--- src/rtl/id_stage_pkg.sv ---
// Shared decode definitions: instruction formats, ALU operation codes,
// RV32I opcodes and the decoded bundle handed from decode to execute.
package id_stage_pkg;

    typedef enum logic [2:0] {
        INST_R = 3'd0,
        INST_I = 3'd1,
        INST_S = 3'd2,
        INST_B = 3'd3,
        INST_U = 3'd4,
        INST_J = 3'd5
    } inst_type_e;

    // LTU/GEU are recent additions; execute must implement them too.
    typedef enum logic [3:0] {
        ALU_ADD = 4'd0,
        ALU_SUB = 4'd1,
        ALU_AND = 4'd2,
        ALU_OR  = 4'd3,
        ALU_XOR = 4'd4,
        ALU_SLL = 4'd5,
        ALU_SRL = 4'd6,
        ALU_SRA = 4'd7,
        ALU_EQ  = 4'd8,
        ALU_NE  = 4'd9,
        ALU_LT  = 4'd10,
        ALU_GE  = 4'd11,
        ALU_LTU = 4'd12,
        ALU_GEU = 4'd13
    } alu_op_e;

    localparam logic [6:0] OPC_OP     = 7'b0110011;
    localparam logic [6:0] OPC_OP_IMM = 7'b0010011;
    localparam logic [6:0] OPC_LOAD   = 7'b0000011;
    localparam logic [6:0] OPC_STORE  = 7'b0100011;
    localparam logic [6:0] OPC_BRANCH = 7'b1100011;
    localparam logic [6:0] OPC_LUI    = 7'b0110111;
    localparam logic [6:0] OPC_JAL    = 7'b1101111;
    localparam logic [6:0] OPC_JALR   = 7'b1100111;

    typedef struct packed {
        inst_type_e  inst_type;
        alu_op_e     alu_op;
        logic [31:0] sext;
        logic [4:0]  rs1;
        logic [4:0]  rs2;
        logic [4:0]  rd;
        logic        rd_we;
        logic        mem_re;
        logic        mem_we;
        logic [2:0]  mem_size;
        logic        is_branch;
        logic        is_jal;
        logic        is_jalr;
        logic        illegal;
    } dec_t;

endpackage

--- src/rtl/id_decode.sv ---
// Combinational RV32I decoder: instruction word in, decoded bundle out.
module id_decode
    import id_stage_pkg::*;
(
    input  logic [31:0] inst,
    output dec_t        dec
);

    logic [6:0] opcode;
    logic [2:0] funct3;
    logic [6:0] funct7;
    logic signed [31:0] imm_i;
    logic signed [31:0] imm_s;
    logic signed [31:0] imm_b;
    logic signed [31:0] imm_j;
    logic [31:0] shamt;
    logic legal;
    logic writes;

    assign opcode = inst[6:0];
    assign funct3 = inst[14:12];
    assign funct7 = inst[31:25];
    assign imm_i  = {{20{inst[31]}}, inst[31:20]};
    assign imm_s  = {{20{inst[31]}}, inst[31:25], inst[11:7]};
    assign imm_b  = {{19{inst[31]}}, inst[31], inst[7], inst[30:25], inst[11:8], 1'b0};
    assign imm_j  = {{11{inst[31]}}, inst[31], inst[19:12], inst[20], inst[30:21], 1'b0};
    assign shamt  = {27'd0, inst[24:20]};

    // Register/immediate ALU op selection shared by OP and OP-IMM.
    function automatic alu_op_e arith_op(input logic [2:0] f3, input logic alt);
        case (f3)
            3'b000:  arith_op = alt ? ALU_SUB : ALU_ADD;
            3'b001:  arith_op = ALU_SLL;
            3'b010:  arith_op = ALU_LT;
            3'b011:  arith_op = ALU_LTU;
            3'b100:  arith_op = ALU_XOR;
            3'b101:  arith_op = alt ? ALU_SRA : ALU_SRL;
            3'b110:  arith_op = ALU_OR;
            default: arith_op = ALU_AND;
        endcase
    endfunction

    // Opcode/funct decode; illegal encodings collapse to an inert bundle.
    always_comb begin
        dec           = '0;
        dec.rs1       = inst[19:15];
        dec.rs2       = inst[24:20];
        dec.rd        = inst[11:7];
        legal         = 1'b1;
        writes        = 1'b0;
        case (opcode)
            OPC_OP: begin
                if (funct7 == 7'b0000000 ||
                    (funct7 == 7'b0100000 && (funct3 == 3'b000 || funct3 == 3'b101))) begin
                    dec.alu_op = arith_op(funct3, funct7[5]);
                    writes     = 1'b1;
                end else begin
                    legal = 1'b0;
                end
            end
            OPC_OP_IMM: begin
                dec.inst_type = INST_I;
                writes        = 1'b1;
                if (funct3 == 3'b001) begin
                    dec.alu_op = ALU_SLL;
                    dec.sext   = shamt;
                    legal      = (funct7 == 7'b0000000);
                end else if (funct3 == 3'b101) begin
                    dec.alu_op = funct7[5] ? ALU_SRA : ALU_SRL;
                    dec.sext   = shamt;
                    legal      = (funct7 == 7'b0000000) || (funct7 == 7'b0100000);
                end else begin
                    dec.alu_op = arith_op(funct3, 1'b0);
                    dec.sext   = imm_i;
                end
            end
            OPC_LOAD: begin
                dec.inst_type = INST_I;
                dec.sext      = imm_i;
                dec.mem_re    = 1'b1;
                dec.mem_size  = funct3;
                writes        = 1'b1;
                legal         = (funct3 != 3'b011) && (funct3[2:1] != 2'b11);
            end
            OPC_STORE: begin
                dec.inst_type = INST_S;
                dec.sext      = imm_s;
                dec.mem_we    = 1'b1;
                dec.mem_size  = funct3;
                legal         = (funct3[2] == 1'b0) && (funct3 != 3'b011);
            end
            OPC_BRANCH: begin
                dec.inst_type = INST_B;
                dec.sext      = imm_b;
                dec.is_branch = 1'b1;
                case (funct3)
                    3'b000:  dec.alu_op = ALU_EQ;
                    3'b001:  dec.alu_op = ALU_NE;
                    3'b100:  dec.alu_op = ALU_LT;
                    3'b101:  dec.alu_op = ALU_GE;
                    3'b110:  dec.alu_op = ALU_LTU;
                    3'b111:  dec.alu_op = ALU_GEU;
                    default: legal      = 1'b0;
                endcase
            end
            OPC_LUI: begin
                // Execute shifts this by a forced operand of 12.
                dec.inst_type = INST_U;
                dec.alu_op    = ALU_SLL;
                dec.sext      = {12'd0, inst[31:12]};
                writes        = 1'b1;
            end
            OPC_JAL: begin
                dec.inst_type = INST_J;
                dec.sext      = imm_j;
                dec.is_jal    = 1'b1;
                writes        = 1'b1;
            end
            OPC_JALR: begin
                dec.inst_type = INST_I;
                dec.sext      = imm_i;
                dec.is_jalr   = 1'b1;
                writes        = 1'b1;
                legal         = (funct3 == 3'b000);
            end
            default: legal = 1'b0;
        endcase
        if (!legal) begin
            dec           = '0;
            dec.rs1       = inst[19:15];
            dec.rs2       = inst[24:20];
            dec.rd        = inst[11:7];
            dec.illegal   = 1'b1;
        end
        dec.rd_we = writes && legal && (inst[11:7] != 5'd0);
    end

endmodule

--- src/rtl/id_stage.sv ---
// Registered decode stage: decodes fetch instructions and holds one bundle
// for execute behind a valid/ready handshake with stall and flush.
module id_stage
    import id_stage_pkg::*;
#(
    parameter int               XLEN     = 32,
    parameter logic [XLEN-1:0]  RESET_PC = '0
) (
    input  logic            clk,
    input  logic            rst,
    input  logic            flush,
    input  logic            if_valid,
    output logic            if_ready,
    input  logic [31:0]     if_inst,
    input  logic [XLEN-1:0] if_pc,
    output logic            id_valid,
    input  logic            ex_ready,
    output logic [XLEN-1:0] id_pc,
    output logic [2:0]      inst_type,
    output logic [3:0]      alu_op_type,
    output logic [31:0]     sext_out,
    output logic [4:0]      rs1_addr,
    output logic [4:0]      rs2_addr,
    output logic [4:0]      rd_addr,
    output logic            rd_we,
    output logic            mem_re,
    output logic            mem_we,
    output logic [2:0]      mem_size,
    output logic            is_branch,
    output logic            is_jal,
    output logic            is_jalr,
    output logic            illegal_inst
);

    dec_t            dec_p0;
    dec_t            dec_p1;
    logic [XLEN-1:0] pc_p1;
    logic            vld_p1;
    logic            load_p0;

    // ---- stage p0: combinational decode of the incoming word
    id_decode u_decode (
        .inst (if_inst),
        .dec  (dec_p0)
    );

    assign if_ready = !vld_p1 || ex_ready;
    assign load_p0  = if_valid && if_ready && !flush;

    // Valid tracking: flush wins, then load, then drain on consume.
    always_ff @(posedge clk or posedge rst) begin
        if (rst) begin
            vld_p1 <= 1'b0;
        end else if (flush) begin
            vld_p1 <= 1'b0;
        end else if (load_p0) begin
            vld_p1 <= 1'b1;
        end else if (ex_ready) begin
            vld_p1 <= 1'b0;
        end
    end

    // Bundle register: only written on an accepted instruction.
    always_ff @(posedge clk or posedge rst) begin
        if (rst) begin
            dec_p1 <= '0;
            pc_p1  <= RESET_PC;
        end else if (load_p0) begin
            dec_p1 <= dec_p0;
            pc_p1  <= if_pc;
        end
    end

    // ---- stage p1: registered outputs toward execute
    assign id_valid     = vld_p1;
    assign id_pc        = pc_p1;
    assign inst_type    = dec_p1.inst_type;
    assign alu_op_type  = dec_p1.alu_op;
    assign sext_out     = dec_p1.sext;
    assign rs1_addr     = dec_p1.rs1;
    assign rs2_addr     = dec_p1.rs2;
    assign rd_addr      = dec_p1.rd;
    assign rd_we        = dec_p1.rd_we;
    assign mem_re       = dec_p1.mem_re;
    assign mem_we       = dec_p1.mem_we;
    assign mem_size     = dec_p1.mem_size;
    assign is_branch    = dec_p1.is_branch;
    assign is_jal       = dec_p1.is_jal;
    assign is_jalr      = dec_p1.is_jalr;
    assign illegal_inst = dec_p1.illegal;

endmodule

--- config.mk ---
export PLATFORM = sky130hd
export DESIGN_NAME = id_stage
export DESIGN_NICKNAME = d
export VERILOG_FILES = /design/src/rtl/id_stage_pkg.sv /design/src/rtl/id_decode.sv /design/src/rtl/id_stage.sv
export SDC_FILE = /design/constraint.sdc
export NUM_CORES = 1
export LEC_CHECK = 0
export CORE_MARGIN = 2
export CORE_UTILIZATION = 40
export CTS_CLUSTER_DIAMETER = 50
export DETAILED_ROUTE_END_ITERATION = 8
export PLACE_DENSITY = 0.75
export SYNTH_ARGS = -nofsm -noshare
export SYNTH_HDL_FRONTEND = slang
export SYNTH_SLANG_ARGS = --single-unit
--- constraint.sdc ---
create_clock -name clk -period 7.5 [get_ports clk]
set_clock_uncertainty 0.15 [all_clocks]
set_input_delay 2.25 -clock clk [delete_from_list [all_inputs] [get_ports clk]]
set_output_delay 2.25 -clock clk [all_outputs]
set_load 0.01 [all_outputs]
* Yosys cells after proc, flatten, opt, wreduce, memory -nomap -nowiden
Index checks and enable logic that the tools add are counted.
Cells by class: eq/ne operators 18, multiplexer cells 27, reduce and logical (&&, ||, !) cells 23, bitwise gates (word level) 1
Operators by type and width (count):
- case mux 32 bit (6 select lines) | 1
- two-way mux 36 bit | 2
- two-way mux 64 bit | 1
- equality test 7 x 6 -> 1 bit (second input constant) | 4
- case mux 4 bit (7 select lines) | 1
- case mux 4 bit (6 select lines) | 1
- equality test 7 bit (second input constant) | 3
- case mux 4 bit (5 select lines) | 1
- case mux 4 bit (4 select lines) | 1
- case mux 3 bit (5 select lines) | 1
- two-way mux 1 bit | 14
- equality test 3 bit (second input constant) | 4
- equality test 7 x 2 -> 1 bit (second input constant) | 1
- equality test 7 x 5 -> 1 bit (second input constant) | 1
- logical AND 1 bit | 7
- zero test 7 bit | 1
- case mux 1 bit (7 select lines) | 1
- equality test 3 x 2 -> 1 bit (second input constant) | 2
- OR reduction 2 bit | 3
- OR reduction 6 bit | 1
- nonzero test 5 bit | 1
- OR reduction 5 bit | 1
- logical OR 1 bit | 4
- two-way mux 4 bit | 1
- other kinds (10) | 11
Storage, ports and cells: register bits 97, logic and storage cells 85, input bits 69, output and inout port bits 98

* Longest topological paths before layout
depth after elaboration 8, gate-level depth with buffers 9, depth with buffers taken out 6

* Modules after synthesis
Synthesis repeated with hierarchy kept, for this count alone.
Unflattened totals: cells, all modules 391, area, all modules 4789.6 um^2
By module, submodules not included:
- id_stage | instances 1, sequential area each 2427.3 um^2, cells an instance 209, area each 3628.5 um^2
- id_decode | instances 1, sequential area each 0.0 um^2, cells an instance 182, area each 1161.1 um^2

* Worst setup path after synthesis
OpenSTA, ideal clock, no wires.
path type input-to-output, start point input ex_ready, end point output if_ready, path buffers 0, data arrival time 2.542 ns, path slack 2.558 ns, required time 5.100 ns, stages 2, cells stage by stage nor2b_1 -> inv_1
On the way: cells in the longest elaborated chain, start to end 1
RTL lines:
- from (decl) | RTL line id_stage.sv:17 | input logic ex_ready,
- logical OR 1 bit | RTL line id_stage.sv:47 | assign if_ready = !vld_p1 || ex_ready;
- to (decl) | RTL line id_stage.sv:13 | output logic if_ready,
Every way passes these cells.

* Final worst setup path
Ends and elaborated chain as after synthesis.

==> results.toml <==
[power_and_ir_drop]
clockPowerShare_pct = 31.3
ir_worst_vdd_v = 0.0000942
p_seq_share_pct = 47.9
p_sw_share_pct = 27.8
power.leakage_nw = 2.62
intPower_mw = 0.784
power-per-cell-area_nw_per_um2 = 182
comb_power_share_pct = 20.8
p_sw_mw = 0.302

[layout]
area_delta_synth_final_pct = 45.4
fin_cells = 734
fin_util_pct = 60.4
antenna_cells = 0
nNetsFinal = 665
drive_above_1_share_pct = 8.82

[setup_path]
crit_arrival_ns = 3.54
cp_data_required_time_ns = 5.10
cp-start-kind = "input pin"
crit_path_end_kind = "output port"
worst-setup-path-type = "in -> out"
worstPathMaxFanout = 3

[synthesis]
synthFlopType = "dfrtp_1"
ys_ff_latch = 86
yosysTopAreaCell = "dfrtp_1"
synth-edff-count = 0
syn_nets = 522
synth_common_cells = "182 x nand2_1, 86 x dfrtp_1, 28 x o21ai_2"
ys_types = 51
async_flop_share_pct = 100
yosysMostFrequentCell = "nand2_1"
synth_area_leaders = "dfrtp_1 53%, nand2_1 17%, o21ai_2 6.0%"
synth.avg_cell_area_um2 = 9.04
yosysWarnings = 0
synthCells = 453
syn_area_um2 = 4100
ys_seq_area_share_pct = 52.5
synth_top_cell_area_share_pct = 52.5

[placed_design]
place_congestion = 0.855
dpl.hpwl_um = 8650
port_buffers = 166
dp_cells = 718

[routing]
firstDrtPassIters = 5
num_vias = 3790
drt_first_iter_violations = 170
detail-route-antenna-nets = 0
routedWlPerCell_um = 16.3
routed_wirelength_um = 12000
drc = 0
drt-vias-per-instance = 5.16

[timing]
finalHoldViolations = 0
final-max-slew-violation-count = 0
max_freq_mhz = 168
finalSetupViolations = 0
worst_slew_pin_slew_ns = 1.11
layout_min_cycle_time_ns = 5.94
finalCritPeriodShare_pct = 79.2
maxSlewHeadroom_pct = 26.2
tns_ns = 0
rsz0062_at_grt = "false"

[clocking]
cts_buffers = 9
clk_pin_slew_ns = 0.09
hold_buffers = 0
clock-sinks = 86
root_buffer = "clkbuf_8"
post_cts_buffers = 0
clockBufferDepth = 2
htree_levels = 3
clock_latency_ns = 0.36
ctsResizeCount = 0
cts_tree = "built"

[run_status]
outcome = "finished, final reports clean"

[global_routing]
grt_max_degree = 87
antenna_found_initial = 0
grt_overflow = 0
grt_pass1_vias = 3816
grt_usage_pct = 22.4
grt_pass1_wl_um = 19800

[floorplan]
start_util_pct = 41.5
dieArea_um2 = 11100
chipWidth_um = 105
die_y_um = 105
std_cell_rows = 36
core_region_area_um2 = 9860
io_pins = 167

[flow_run]
maxCapViolCount = 0

[worst_hold_path]
hp-class = "reg -> reg"
## path summary, 6_finish.rpt
path / endpoint / slack [ns] / from / depth (start not counted)
setup / recovery: if_ready / 1.56 / ex_ready / 4
setup reg to reg: rd_we$_DFFE_PP0P_ / 4.92 / id_valid$_DFFE_PP0P_ / 6
hold / removal: id_pc[21]$_DFFE_PP0P_ / 0.33 / id_pc[21]$_DFFE_PP0P_ / 2
max in group asynchronous: mem_size[0]$_DFFE_PP0P_ / 4.08 / rst / 3
min in group asynchronous: id_pc[3]$_DFFE_PP0P_ / 2.41 / rst / 3
hold reg to reg: id_pc[21]$_DFFE_PP0P_ / 0.33 / id_pc[21]$_DFFE_PP0P_ / 2
## registers in the layout (all words and copies together), names as in the netlist
signal        cells
mem_re            1
illegal_inst      1
mem_we            1
is_branch         1
mem_size          3
id_valid          1
rs2_addr          5
alu_op_type       4
inst_type         3
is_jal            1
rs1_addr          5
is_jalr           1
id_pc            32
rd_we             1
rd_addr           5
sext_out         21
## cell families (layout without fill, tap and decap cells)
family | count (synthesis) | count (layout) | share of synthesized area [%]
and+or+nand+nor | 230 | 230 | 23.5
AOI/OAI and AO/OA | 89 | 89 | 17.2
DFF | 86 | 86 | 52.5
buffers and inverters | 44 | 192 | 5.77
muxes | 3 | 3 | 0.764
xor gates and xnor gates | 1 | 1 | 0.214
## power groups by stage
stage,Clock (mW),Sequential [mW],Combinational [mW]
global placement,0,0.528,0.224
detailed placement,0,0.530,0.227
floorplan,0,0.547,0.0667
global route,0.371,0.526,0.246
finish,0.340,0.521,0.226
CTS,0.349,0.521,0.228
## critical path, stage by stage
cell	delay, ns
clkdlybuf4s50_1	0.40
nor2b_1	0.28
inv_1	0.11
clkdlybuf4s50_1	0.50
## metal layers
metal / GRT usage (%) / share of wire (%)
met1: 29.3 / 43
met2: 35.8 / 47
met3: 5.74 / 7.5
met4: 8.67 / 2.1
met5: 0 / 0
## placed cells by master (no fill, tap or decap), types with 6 or more instances in the layout
| cell type | netlist | layout |
|---|---|---|
| clkbuf_8 | 0 | 10 |
| nand3_1 | 7 | 7 |
| nor2_1 | 12 | 12 |
| a221oi_1 | 7 | 7 |
| a22oi_1 | 6 | 6 |
| dfrtp_1 | 86 | 86 |
| o21ai_2 | 28 | 28 |
| clkdlybuf4s50_1 | 0 | 166 |
| nand2_1 | 182 | 182 |
| o21ai_0 | 8 | 8 |
## through the flow
stage          power [mW]  worst slack (ns)  cell area [µm²]  hold slack [ns]
6_report             1.09              1.56             5960            0.330
5_1_grt              1.14              1.53             5960            0.352
4_1_cts              1.10              1.56             5960            0.333
3_5_place_dp        0.757              1.57             5750            0.311
3_3_place_gp        0.752              1.61             5750            0.307
2_1_floorplan       0.614              2.56             4100            0.364
## cell type report
cell class                 count  area, µm²
fill                         850       3910
sequential                    86       2150
multi-input combinational    323       1720
timing repair buffer         170       1690
tap                          133        166
clock buffer                  10        138
clock inverter                 6       67.6
inverter                       6       23.8
(Power assumes the default switching activity.)
